File: config.mk
export PLATFORM = sky130hd
export DESIGN_NAME = uart_cmd_parser_flat
export DESIGN_NICKNAME = d
export VERILOG_FILES = /design/src/rtl/uart_cmd_parser_pkg.sv /design/src/rtl/uart_cmd_parser_if.sv /design/src/rtl/uart_cmd_parser_timer.sv /design/src/rtl/uart_cmd_parser.sv /design/src/flat_wrapper.sv
export SDC_FILE = /design/constraint.sdc
export NUM_CORES = 1
export LEC_CHECK = 0
export ABC_AREA = 0
export BUFFER_PORTS_ARGS = -buffer_cell sky130_fd_sc_hd__buf_2
export CAP_MARGIN = 5
export CORE_MARGIN = 3
export CORE_UTILIZATION = 43
export CTS_CLUSTER_SIZE = 16
export DETAILED_ROUTE_END_ITERATION = 10
export GPL_TIMING_DRIVEN = 0
export PLACE_DENSITY = 0.66
export SYNTH_ARGS = -nofsm -noshare
export SYNTH_HDL_FRONTEND = slang
export SYNTH_SLANG_ARGS = --single-unit
File: constraint.sdc
create_clock -name clk -period 10.2 [get_ports clk]
set_input_delay 3.06 -clock clk [delete_from_list [all_inputs] [get_ports clk]]
set_output_delay 3.06 -clock clk [all_outputs]
set_load 0.005 [all_outputs]
File: src/rtl/uart_cmd_parser_pkg.sv
// -----------------------------------------------------------------------------
// uart_cmd_pkg
// Shared definitions for the UART command parser: FSM state encoding,
// error codes, default framing bytes and the running checksum helper.
// -----------------------------------------------------------------------------
package uart_cmd_pkg;

    // FSM state encoding (kept as plain constants for legacy tool flows)
    localparam logic [2:0] ST_IDLE = 3'd0;
    localparam logic [2:0] ST_HDR1 = 3'd1;
    localparam logic [2:0] ST_ADDR = 3'd2;
    localparam logic [2:0] ST_DATA = 3'd3;
    localparam logic [2:0] ST_CHK  = 3'd4;
    localparam logic [2:0] ST_TAIL = 3'd5;

    // Error codes reported on err_code
    localparam logic [2:0] ERR_NONE    = 3'd0;
    localparam logic [2:0] ERR_ADDR    = 3'd1;
    localparam logic [2:0] ERR_CHK     = 3'd2;
    localparam logic [2:0] ERR_TAIL    = 3'd3;
    localparam logic [2:0] ERR_TIMEOUT = 3'd4;

    // Default framing bytes
    localparam logic [7:0] DEF_HDR0 = 8'h55;
    localparam logic [7:0] DEF_HDR1 = 8'hA5;
    localparam logic [7:0] DEF_TAIL = 8'hF0;

    // Running frame checksum: XOR of every byte from ADDR through CTRL
    function automatic logic [7:0] chk_update(input logic [7:0] acc, input logic [7:0] b);
        return acc ^ b;
    endfunction

endpackage

File: src/rtl/uart_cmd_parser_if.sv
// -----------------------------------------------------------------------------
// uart_cmd_parser_if
// Bundles the byte stream from the UART receiver and the decoded register
// outputs of the command parser.
//   rx_done/rx_data      : byte strobe and data into the parser
//   time_set/ctrl_set    : per-channel register sets (channel k at slice k)
//   cmd_valid/cmd_ch     : commit pulse and the channel that was updated
//   frame_err/err_code   : abort pulse and the sticky reason code
// master modport = byte source / result consumer, slave modport = parser.
// -----------------------------------------------------------------------------
interface uart_cmd_parser_if #(
    parameter int NUM_CH     = 4,
    parameter int TIME_BYTES = 4
);
    logic                           rx_done;
    logic [7:0]                     rx_data;
    logic [NUM_CH*TIME_BYTES*8-1:0] time_set;
    logic [NUM_CH*8-1:0]            ctrl_set;
    logic                           cmd_valid;
    logic [7:0]                     cmd_ch;
    logic                           frame_err;
    logic [2:0]                     err_code;

    modport master (
        output rx_done, rx_data,
        input  time_set, ctrl_set, cmd_valid, cmd_ch, frame_err, err_code
    );

    modport slave (
        input  rx_done, rx_data,
        output time_set, ctrl_set, cmd_valid, cmd_ch, frame_err, err_code
    );
endinterface

File: src/rtl/uart_cmd_parser_timer.sv
// -----------------------------------------------------------------------------
// uart_cmd_timer
// Inter-byte timeout counter. Counts cycles while enabled, restarts from zero
// on clear, saturates at its maximum. expired_o is high while enabled and the
// count equals TIMEOUT_CYC. TIMEOUT_CYC = 0 disables expiry entirely.
//   clk, reset : clock, asynchronous active-high reset
//   clear_i    : restart the count (byte received, or parser idle)
//   enable_i   : count this cycle (parser inside a frame)
//   expired_o  : timeout reached
// -----------------------------------------------------------------------------
module uart_cmd_timer #(
    parameter int TIMEOUT_CYC = 50000
) (
    input  logic clk,
    input  logic reset,
    input  logic clear_i,
    input  logic enable_i,
    output logic expired_o
);
    localparam int           CW      = (TIMEOUT_CYC > 0) ? $clog2(TIMEOUT_CYC + 1) : 1;
    localparam logic [CW-1:0] LIMIT  = CW'(TIMEOUT_CYC);
    localparam logic [CW-1:0] CNT_MAX = {CW{1'b1}};
    localparam bit           TO_EN   = (TIMEOUT_CYC > 0);

    logic [CW-1:0] count_q;
    logic [CW-1:0] count_d;

    // Next count: clear wins, otherwise a saturating increment while enabled
    always_comb begin
        count_d = count_q;
        if (clear_i) begin
            count_d = '0;
        end else if (enable_i && (count_q != CNT_MAX)) begin
            count_d = count_q + CW'(1);
        end else begin
            count_d = count_q;
        end
    end

    // Count register
    always_ff @(posedge clk or posedge reset) begin
        if (reset) begin
            count_q <= '0;
        end else begin
            count_q <= count_d;
        end
    end

    assign expired_o = TO_EN && enable_i && (count_q == LIMIT);

endmodule

File: src/rtl/uart_cmd_parser.sv
// -----------------------------------------------------------------------------
// uart_cmd_parser
// Frame-level command parser behind a UART receiver. Hunts for HDR0 HDR1,
// then decodes ADDR, TIME_BYTES big-endian time bytes, CTRL, an optional XOR
// checksum and TAIL. A good frame commits its shadow copy into the addressed
// channel's time_set/ctrl_set one cycle after TAIL; a bad or partial frame
// never touches those outputs.
//   clk, reset : clock, asynchronous active-high reset
//   bus        : uart_cmd_parser_if slave (byte stream in, registers out)
// -----------------------------------------------------------------------------
module uart_cmd_parser
    import uart_cmd_pkg::*;
#(
    parameter int         NUM_CH      = 4,
    parameter int         TIME_BYTES  = 4,
    parameter logic [7:0] HDR0        = DEF_HDR0,
    parameter logic [7:0] HDR1        = DEF_HDR1,
    parameter logic [7:0] TAIL        = DEF_TAIL,
    parameter bit         CHK_EN      = 1'b1,
    parameter int         TIMEOUT_CYC = 50000
) (
    input logic              clk,
    input logic              reset,
    uart_cmd_parser_if.slave bus
);
    localparam int              TW       = TIME_BYTES * 8;
    localparam int              IDXW     = $clog2(TIME_BYTES + 2);
    localparam logic [IDXW-1:0] LAST_IDX = IDXW'(TIME_BYTES);

    logic [2:0]             state_q,     state_d;
    logic [7:0]             ch_q,        ch_d;
    logic [7:0]             chk_q,       chk_d;
    logic [IDXW-1:0]        idx_q,       idx_d;
    // shadow[0..TIME_BYTES-1] = time bytes MSB first, shadow[TIME_BYTES] = CTRL
    logic [7:0]             shadow_q [TIME_BYTES+1];
    logic [7:0]             shadow_d [TIME_BYTES+1];
    logic [NUM_CH*TW-1:0]   time_set_q,  time_set_d;
    logic [NUM_CH*8-1:0]    ctrl_set_q,  ctrl_set_d;
    logic                   cmd_valid_q, cmd_valid_d;
    logic [7:0]             cmd_ch_q,    cmd_ch_d;
    logic                   frame_err_q, frame_err_d;
    logic [2:0]             err_code_q,  err_code_d;

    logic [TW-1:0]          time_v_s;
    logic                   expired_s;
    logic                   in_frame_s;

    assign in_frame_s = (state_q != ST_IDLE);

    uart_cmd_timer #(
        .TIMEOUT_CYC (TIMEOUT_CYC)
    ) u_timer (
        .clk       (clk),
        .reset     (reset),
        .clear_i   (bus.rx_done || !in_frame_s),
        .enable_i  (in_frame_s),
        .expired_o (expired_s)
    );

    // Assemble the big-endian time value from the shadow bytes
    always_comb begin
        time_v_s = '0;
        for (int i = 0; i < TIME_BYTES; i++) begin
            time_v_s[(TIME_BYTES-1-i)*8 +: 8] = shadow_q[i];
        end
    end

    // Frame FSM, shadow capture, commit and error reporting
    always_comb begin
        state_d     = state_q;
        ch_d        = ch_q;
        chk_d       = chk_q;
        idx_d       = idx_q;
        shadow_d    = shadow_q;
        time_set_d  = time_set_q;
        ctrl_set_d  = ctrl_set_q;
        cmd_valid_d = 1'b0;
        cmd_ch_d    = cmd_ch_q;
        frame_err_d = 1'b0;
        err_code_d  = err_code_q;

        // A byte on the expiry cycle is processed normally, so rx_done has priority
        if (bus.rx_done) begin
            case (state_q)
                ST_IDLE: begin
                    state_d = (bus.rx_data == HDR0) ? ST_HDR1 : ST_IDLE;
                end
                ST_HDR1: begin
                    if (bus.rx_data == HDR1) begin
                        state_d = ST_ADDR;
                    end else if (bus.rx_data == HDR0) begin
                        state_d = ST_HDR1;
                    end else begin
                        state_d = ST_IDLE;
                    end
                end
                ST_ADDR: begin
                    // 9-bit compare so NUM_CH = 256 accepts every address
                    if ({1'b0, bus.rx_data} < 9'(NUM_CH)) begin
                        ch_d    = bus.rx_data;
                        chk_d   = bus.rx_data;
                        idx_d   = '0;
                        state_d = ST_DATA;
                    end else begin
                        state_d     = ST_IDLE;
                        frame_err_d = 1'b1;
                        err_code_d  = ERR_ADDR;
                    end
                end
                ST_DATA: begin
                    for (int i = 0; i <= TIME_BYTES; i++) begin
                        shadow_d[i] = (idx_q == IDXW'(i)) ? bus.rx_data : shadow_q[i];
                    end
                    chk_d = chk_update(chk_q, bus.rx_data);
                    if (idx_q == LAST_IDX) begin
                        idx_d   = '0;
                        state_d = CHK_EN ? ST_CHK : ST_TAIL;
                    end else begin
                        idx_d   = idx_q + IDXW'(1);
                        state_d = ST_DATA;
                    end
                end
                ST_CHK: begin
                    if (bus.rx_data == chk_q) begin
                        state_d = ST_TAIL;
                    end else begin
                        state_d     = ST_IDLE;
                        frame_err_d = 1'b1;
                        err_code_d  = ERR_CHK;
                    end
                end
                ST_TAIL: begin
                    // Either way the byte is consumed; a wrong tail is not re-hunted as HDR0
                    state_d = ST_IDLE;
                    if (bus.rx_data == TAIL) begin
                        for (int k = 0; k < NUM_CH; k++) begin
                            time_set_d[k*TW +: TW] = (ch_q == 8'(k)) ? time_v_s
                                                                    : time_set_q[k*TW +: TW];
                            ctrl_set_d[k*8 +: 8]   = (ch_q == 8'(k)) ? shadow_q[TIME_BYTES]
                                                                    : ctrl_set_q[k*8 +: 8];
                        end
                        cmd_valid_d = 1'b1;
                        cmd_ch_d    = ch_q;
                    end else begin
                        frame_err_d = 1'b1;
                        err_code_d  = ERR_TAIL;
                    end
                end
                default: begin
                    state_d = ST_IDLE;
                end
            endcase
        end else if (expired_s) begin
            state_d     = ST_IDLE;
            frame_err_d = 1'b1;
            err_code_d  = ERR_TIMEOUT;
        end else begin
            state_d = state_q;
        end
    end

    // State, shadow and output registers
    always_ff @(posedge clk or posedge reset) begin
        if (reset) begin
            state_q     <= ST_IDLE;
            ch_q        <= 8'h00;
            chk_q       <= 8'h00;
            idx_q       <= '0;
            for (int i = 0; i <= TIME_BYTES; i++) begin
                shadow_q[i] <= 8'h00;
            end
            time_set_q  <= '0;
            ctrl_set_q  <= '0;
            cmd_valid_q <= 1'b0;
            cmd_ch_q    <= 8'h00;
            frame_err_q <= 1'b0;
            err_code_q  <= ERR_NONE;
        end else begin
            state_q     <= state_d;
            ch_q        <= ch_d;
            chk_q       <= chk_d;
            idx_q       <= idx_d;
            shadow_q    <= shadow_d;
            time_set_q  <= time_set_d;
            ctrl_set_q  <= ctrl_set_d;
            cmd_valid_q <= cmd_valid_d;
            cmd_ch_q    <= cmd_ch_d;
            frame_err_q <= frame_err_d;
            err_code_q  <= err_code_d;
        end
    end

    assign bus.time_set  = time_set_q;
    assign bus.ctrl_set  = ctrl_set_q;
    assign bus.cmd_valid = cmd_valid_q;
    assign bus.cmd_ch    = cmd_ch_q;
    assign bus.frame_err = frame_err_q;
    assign bus.err_code  = err_code_q;

endmodule

File: src/flat_wrapper.sv
// flat-port wrapper written by rule: the top's interface ports become plain ports
module uart_cmd_parser_flat import uart_cmd_pkg::*;
#(
    parameter int         NUM_CH      = 4,
    parameter int         TIME_BYTES  = 4,
    parameter logic [7:0] HDR0        = DEF_HDR0,
    parameter logic [7:0] HDR1        = DEF_HDR1,
    parameter logic [7:0] TAIL        = DEF_TAIL,
    parameter bit         CHK_EN      = 1'b1,
    parameter int         TIMEOUT_CYC = 50000
)
  (clk, reset, bus_rx_done, bus_rx_data, bus_time_set, bus_ctrl_set, bus_cmd_valid, bus_cmd_ch, bus_frame_err, bus_err_code);
  uart_cmd_parser_if #(.NUM_CH(NUM_CH), .TIME_BYTES(TIME_BYTES)) bus_i ();
  input logic clk;
  input logic reset;
  input wire logic [$bits(bus_i.rx_done)-1:0] bus_rx_done;
  input wire logic [$bits(bus_i.rx_data)-1:0] bus_rx_data;
  output wire logic [$bits(bus_i.time_set)-1:0] bus_time_set;
  output wire logic [$bits(bus_i.ctrl_set)-1:0] bus_ctrl_set;
  output wire logic [$bits(bus_i.cmd_valid)-1:0] bus_cmd_valid;
  output wire logic [$bits(bus_i.cmd_ch)-1:0] bus_cmd_ch;
  output wire logic [$bits(bus_i.frame_err)-1:0] bus_frame_err;
  output wire logic [$bits(bus_i.err_code)-1:0] bus_err_code;
  assign bus_i.rx_done = bus_rx_done;
  assign bus_i.rx_data = bus_rx_data;
  assign bus_time_set = bus_i.time_set;
  assign bus_ctrl_set = bus_i.ctrl_set;
  assign bus_cmd_valid = bus_i.cmd_valid;
  assign bus_cmd_ch = bus_i.cmd_ch;
  assign bus_frame_err = bus_i.frame_err;
  assign bus_err_code = bus_i.err_code;
  uart_cmd_parser #(.NUM_CH(NUM_CH), .TIME_BYTES(TIME_BYTES), .HDR0(HDR0), .HDR1(HDR1), .TAIL(TAIL), .CHK_EN(CHK_EN), .TIMEOUT_CYC(TIMEOUT_CYC)) u_core (.clk(clk), .reset(reset), .bus(bus_i));
endmodule
==> summary by stage <==
Outcome
The flow ran to the end, and the final reports show no timing, DRC or antenna violations.

Worst setup path
For the worst setup path, the data required time is 10.63 ns. The critical path arrival is between 5 and 6 ns. The critical path class is in -> reg.

The worst setup path is launched from a primary input. Traced cell by cell, the critical path runs through buf_2 -> clkbuf_1 -> nor2_1 -> a31oi_1 -> nor2_1 -> clkbuf_1 -> o22ai_1 -> nor2_1. In this design, the stage delay of the slowest critical-path cell is 0.66 ns.

The slowest stage of the critical path is the sky130_fd_sc_hd__clkbuf_1 cell. The highest net fanout along the worst path is 10. The library cell appearing most often on the critical path is sky130_fd_sc_hd__nor2_1. The worst setup path is captured at a flip-flop.

Clock tree
The register clock-pin slew on the reported worst setup and hold paths is ~0.060 ns. The number of setup buffers added after CTS is 0. The clock net in this run drives a total of 251 sinks.

The clock root buffer is sky130_fd_sc_hd__clkbuf_16. The TritonCTS clock tree is built. The number of buffers added by the clock tree synthesis step is 27. Post-CTS repair changed the size of 0 cells. In this run the number of H-tree levels came out at 1.

Clock latency on the worst-skew pair, taken at its later pin, is 0.54 ns. The maximum clock path buffer count is 3. After clock tree synthesis, the flow added hold-fix buffers numbering 0.

Routing
The number of DRC markers in iteration 0 is 379. After detailed routing, the average wire length per cell comes to 18.7 um. The number of detailed-routing iterations run before antenna repair is 5. In the routed design, unresolved DRC markers number 0.

Wires add up to 24.0 mm. For this block, the via count after detailed routing is 6470. Dividing the detail-routed via count by the number of cells gives 5.03. The count of nets left with antenna violations after detail routing is 0.

Die
In this run the standard cell core region covers 23800 um^2. The floorplan step defined a die boundary enclosing 26500 um^2. The number of core rows is 56.

The floorplan step set the die height to 163 um. The number of top-level pins is roughly 180. The initial core utilization is approximately 44%.

The die extent in x is 163 um.

Yosys
The number of synthesized flops with an enable pin is 0. The net count after synthesis is 751. The share of synthesized cell area in and, or, nand and nor gates is 7.62%. The portion of synthesized cell area occupied by the leading cell type is 59.5%.

In the synthesized netlist, the number of instances is 733. The largest family of logic cells by synthesized area is multiplexers. Dividing the synthesized area by the synthesized cell count gives ~14 um^2.

After Yosys synthesis, full adders, half adders and majority gates account for 0.830% of the synthesized area. Yosys attributes the largest share of cell area to sky130_fd_sc_hd__dfrtp_1 60%, sky130_fd_sc_hd__mux2_2 15%, sky130_fd_sc_hd__mux2_4 8.8%. Counting flops with an async set or reset pin after synthesis yields a share of 100%. In this run the cell area of the synthesized design comes to ~11000 um^2. Counting flops and latches in the post-synthesis netlist gives 251. Yosys printed 0 warnings. Sequential cells were found to cover between 50% and 60% of the synthesized design area.

The synthesized-area fraction occupied by ao, oa, aoi and oai cells is ~3.2%. The synthesized netlist devotes 1.49% of its cell area to XOR and XNOR gates. The number of distinct standard cells referenced by the synthesized netlist is between 50 and 60. Multiplexer cells account for 23.8% of the synthesized area. The cell type contributing the most total cell area after synthesis is sky130_fd_sc_hd__dfrtp_1. The most used flip-flop cell after synthesis is sky130_fd_sc_hd__dfrtp_1.

Timing
Setup violations remaining at the end of the flow were counted as 0. Static timing analysis puts the maximum clock frequency at around 0.22 GHz. Measured against its own limit, the worst slew margin works out to 42.0%. At the pin with the least slew margin, the transition time is 0.870 ns.

Setup repair after global routing left no endpoint under its margin. For the final routed database, the setup TNS stands at 0 ns. Clock skew on the completed layout was measured at 0.0132 ns.

The hold violation count in the final report was 0. The max-slew violation count is 0. The ratio of final minimum period to clock period is 45.3%. The worst path in the final design needs a cycle of 4.62 ns, including I/O delays and setup.

Final layout
For this run, the number of standard cells in the final layout without fillers is 1286. Of the cells placed in the final design, the portion with a size suffix greater than 1 is around 48%. The layout-stage area growth over the synthesis result is 21.5%. The number of antenna repair diodes is 0. The layout filler cell count is 2030. In the final design database the tool counted 965 nets.

Global route
The total overflow left after global routing is 0. The maximum number of pins on one net before global-route repair is 119. The first global-routing pass estimated 38.0 mm of wire. Across every metal layer, demand over resource in global routing totals ~18%.

The initial antenna violation count is 0. The number of global-route vias before repair came to 6541.

Power
VDD sags by at most 0.000114 V. The ratio of total power to cell area is 157 nW/um^2. In this run the static leakage power is 6.73 nW. Summing internal, switching and leakage power gives 0.00201 W.

Placed design
The placed wire-length estimate after detailed placement is 16.0 mm. During placement, the flow inserted port buffers numbering 183. The final weighted congestion in routability-driven placement is 0.819.

Including well taps, the total number of placed cells is 1237.

Run
Max-cap violations in this run came to 0.

Hold path
The worst hold-check path type is reg -> reg.
==> layer usage <==
metal / share of wire (%) / GRT usage (%)
met5: 0 / 0
met4: 1.5 / 3.34
met3: 5.0 / 3.23
met2: 47 / 29.3
met1: 46 / 25.9
==> placed cells by master (no fill, tap or decap), drive strengths merged, types with 8 or more instances in the layout <==
cell | netlist | final
clkbuf | 16 | 55
nand3 | 13 | 13
dfrtp | 251 | 251
o22ai | 8 | 8
nand2 | 46 | 46
inv | 13 | 14
a31oi | 8 | 8
buf | 24 | 209
and2 | 9 | 9
a21oi | 10 | 10
nand4 | 11 | 11
xnor2 | 18 | 18
mux2 | 202 | 202
nor2 | 39 | 39
o21ai | 8 | 8
==> logic make-up (layout without fill, tap and decap cells) <==
family                   count (synthesis)  after routing
AO/OA/AOI/OAI                           51             51
XOR/XNOR                                18             18
adder cells (fa/ha/maj)                  7              7
buffers and inverters                   54            288
flip-flops                             251            251
multiplexers                           202            202
AND/OR/NAND/NOR                        150            150
==> state kept, by name, summed over array words and instances (netlist names) <==
name                    cells
u_core.chk_q                8
u_core.shadow_q            40
u_core.u_timer.count_q     16
u_core.bus.cmd_ch           8
u_core.bus.time_set       128
u_core.bus.ctrl_set        32
u_core.bus.frame_err        1
u_core.ch_q                 8
u_core.bus.cmd_valid        1
u_core.bus.err_code         3
u_core.state_q              3
u_core.idx_q                3
==> critical path, delay by kind of cell <==
kind                   cells  cell delay [ns]
buffers and inverters      3             1.04
and+or+nand+nor            3             0.38
AOI/OAI and AO/OA          2             0.56
==> per-stage QoR <==
step	setup WS [ns]	util, %	hold WS [ns]	cell area, um^2
global placement	-2.59	49.8	0.455	11900
global route	5.46	53.8	0.507	12800
detailed placement	5.02	50.1	0.458	11900
CTS	5.60	53.8	0.473	12800
floorplan	0.240	-	0.453	10600
finish	5.58	53.8	0.469	12800
==> report_power, final <==
part	total, W	switching [W]	internal, W	leakage [nW]
Clock	0.000972	0.000394	0.000577	0.439
Sequential	0.000997	0.000000336	0.000996	3.48
Combinational	0.0000412	0.0000330	0.00000820	2.81
Total	0.00201	0.000428	0.00158	6.73
==> synthesized netlist by cell type (4+ instances only) <==
| library cell | number |
|---|---|
| sky130_fd_sc_hd__inv_1 | 13 |
| sky130_fd_sc_hd__clkbuf_1 | 16 |
| sky130_fd_sc_hd__nand2_1 | 46 |
| sky130_fd_sc_hd__nand4_1 | 10 |
| sky130_fd_sc_hd__o22ai_1 | 8 |
| sky130_fd_sc_hd__and3_1 | 6 |
| sky130_fd_sc_hd__dfrtp_1 | 251 |
| sky130_fd_sc_hd__ha_1 | 7 |
| sky130_fd_sc_hd__nand3_1 | 11 |
| sky130_fd_sc_hd__a211oi_1 | 5 |
| sky130_fd_sc_hd__buf_12 | 4 |
| sky130_fd_sc_hd__a21oi_1 | 10 |
| sky130_fd_sc_hd__mux2_4 | 62 |
| sky130_fd_sc_hd__xnor2_1 | 18 |
| sky130_fd_sc_hd__a31oi_1 | 8 |
| sky130_fd_sc_hd__nor3_1 | 7 |
| sky130_fd_sc_hd__buf_6 | 14 |
| sky130_fd_sc_hd__and2_1 | 9 |
| sky130_fd_sc_hd__mux2_2 | 140 |
| sky130_fd_sc_hd__buf_2 | 4 |
| sky130_fd_sc_hd__o21ai_0 | 8 |
| sky130_fd_sc_hd__nor2_1 | 36 |
==> cell type report <==
cell class | instances | area (um^2) | area share (%)
flip-flops and latches | 251 | 6280 | 49.0
clock inverters | 10 | 121 | 0.946
inverters | 14 | 60.1 | 0.468
repair buffers | 185 | 971 | 7.57
multi-input cells | 428 | 3890 | 30.4
well taps | 319 | 399 | 3.11
plain buffers | 40 | 329 | 2.57
clock buffers | 39 | 771 | 6.01
==> path summary, 6_finish.rpt <==
check                                startpoint                       end  slack [ns]  cells after the start
hold reg to reg            u_core.bus.cmd_ch[4]      u_core.bus.cmd_ch[4]        0.47                      2
setup reg to reg              u_core.state_q[1]    u_core.bus.time_set[6]        7.97                      5
min in group asynchronous                 reset   u_core.bus.ctrl_set[24]        2.56                      2
setup / recovery                 bus_rx_data[2]           u_core.chk_q[2]        5.58                      8
max in group asynchronous                 reset  u_core.bus.time_set[112]        6.72                      3
hold / removal             u_core.bus.cmd_ch[4]      u_core.bus.cmd_ch[4]        0.47                      2
Power figures use the tool's default switching activity.
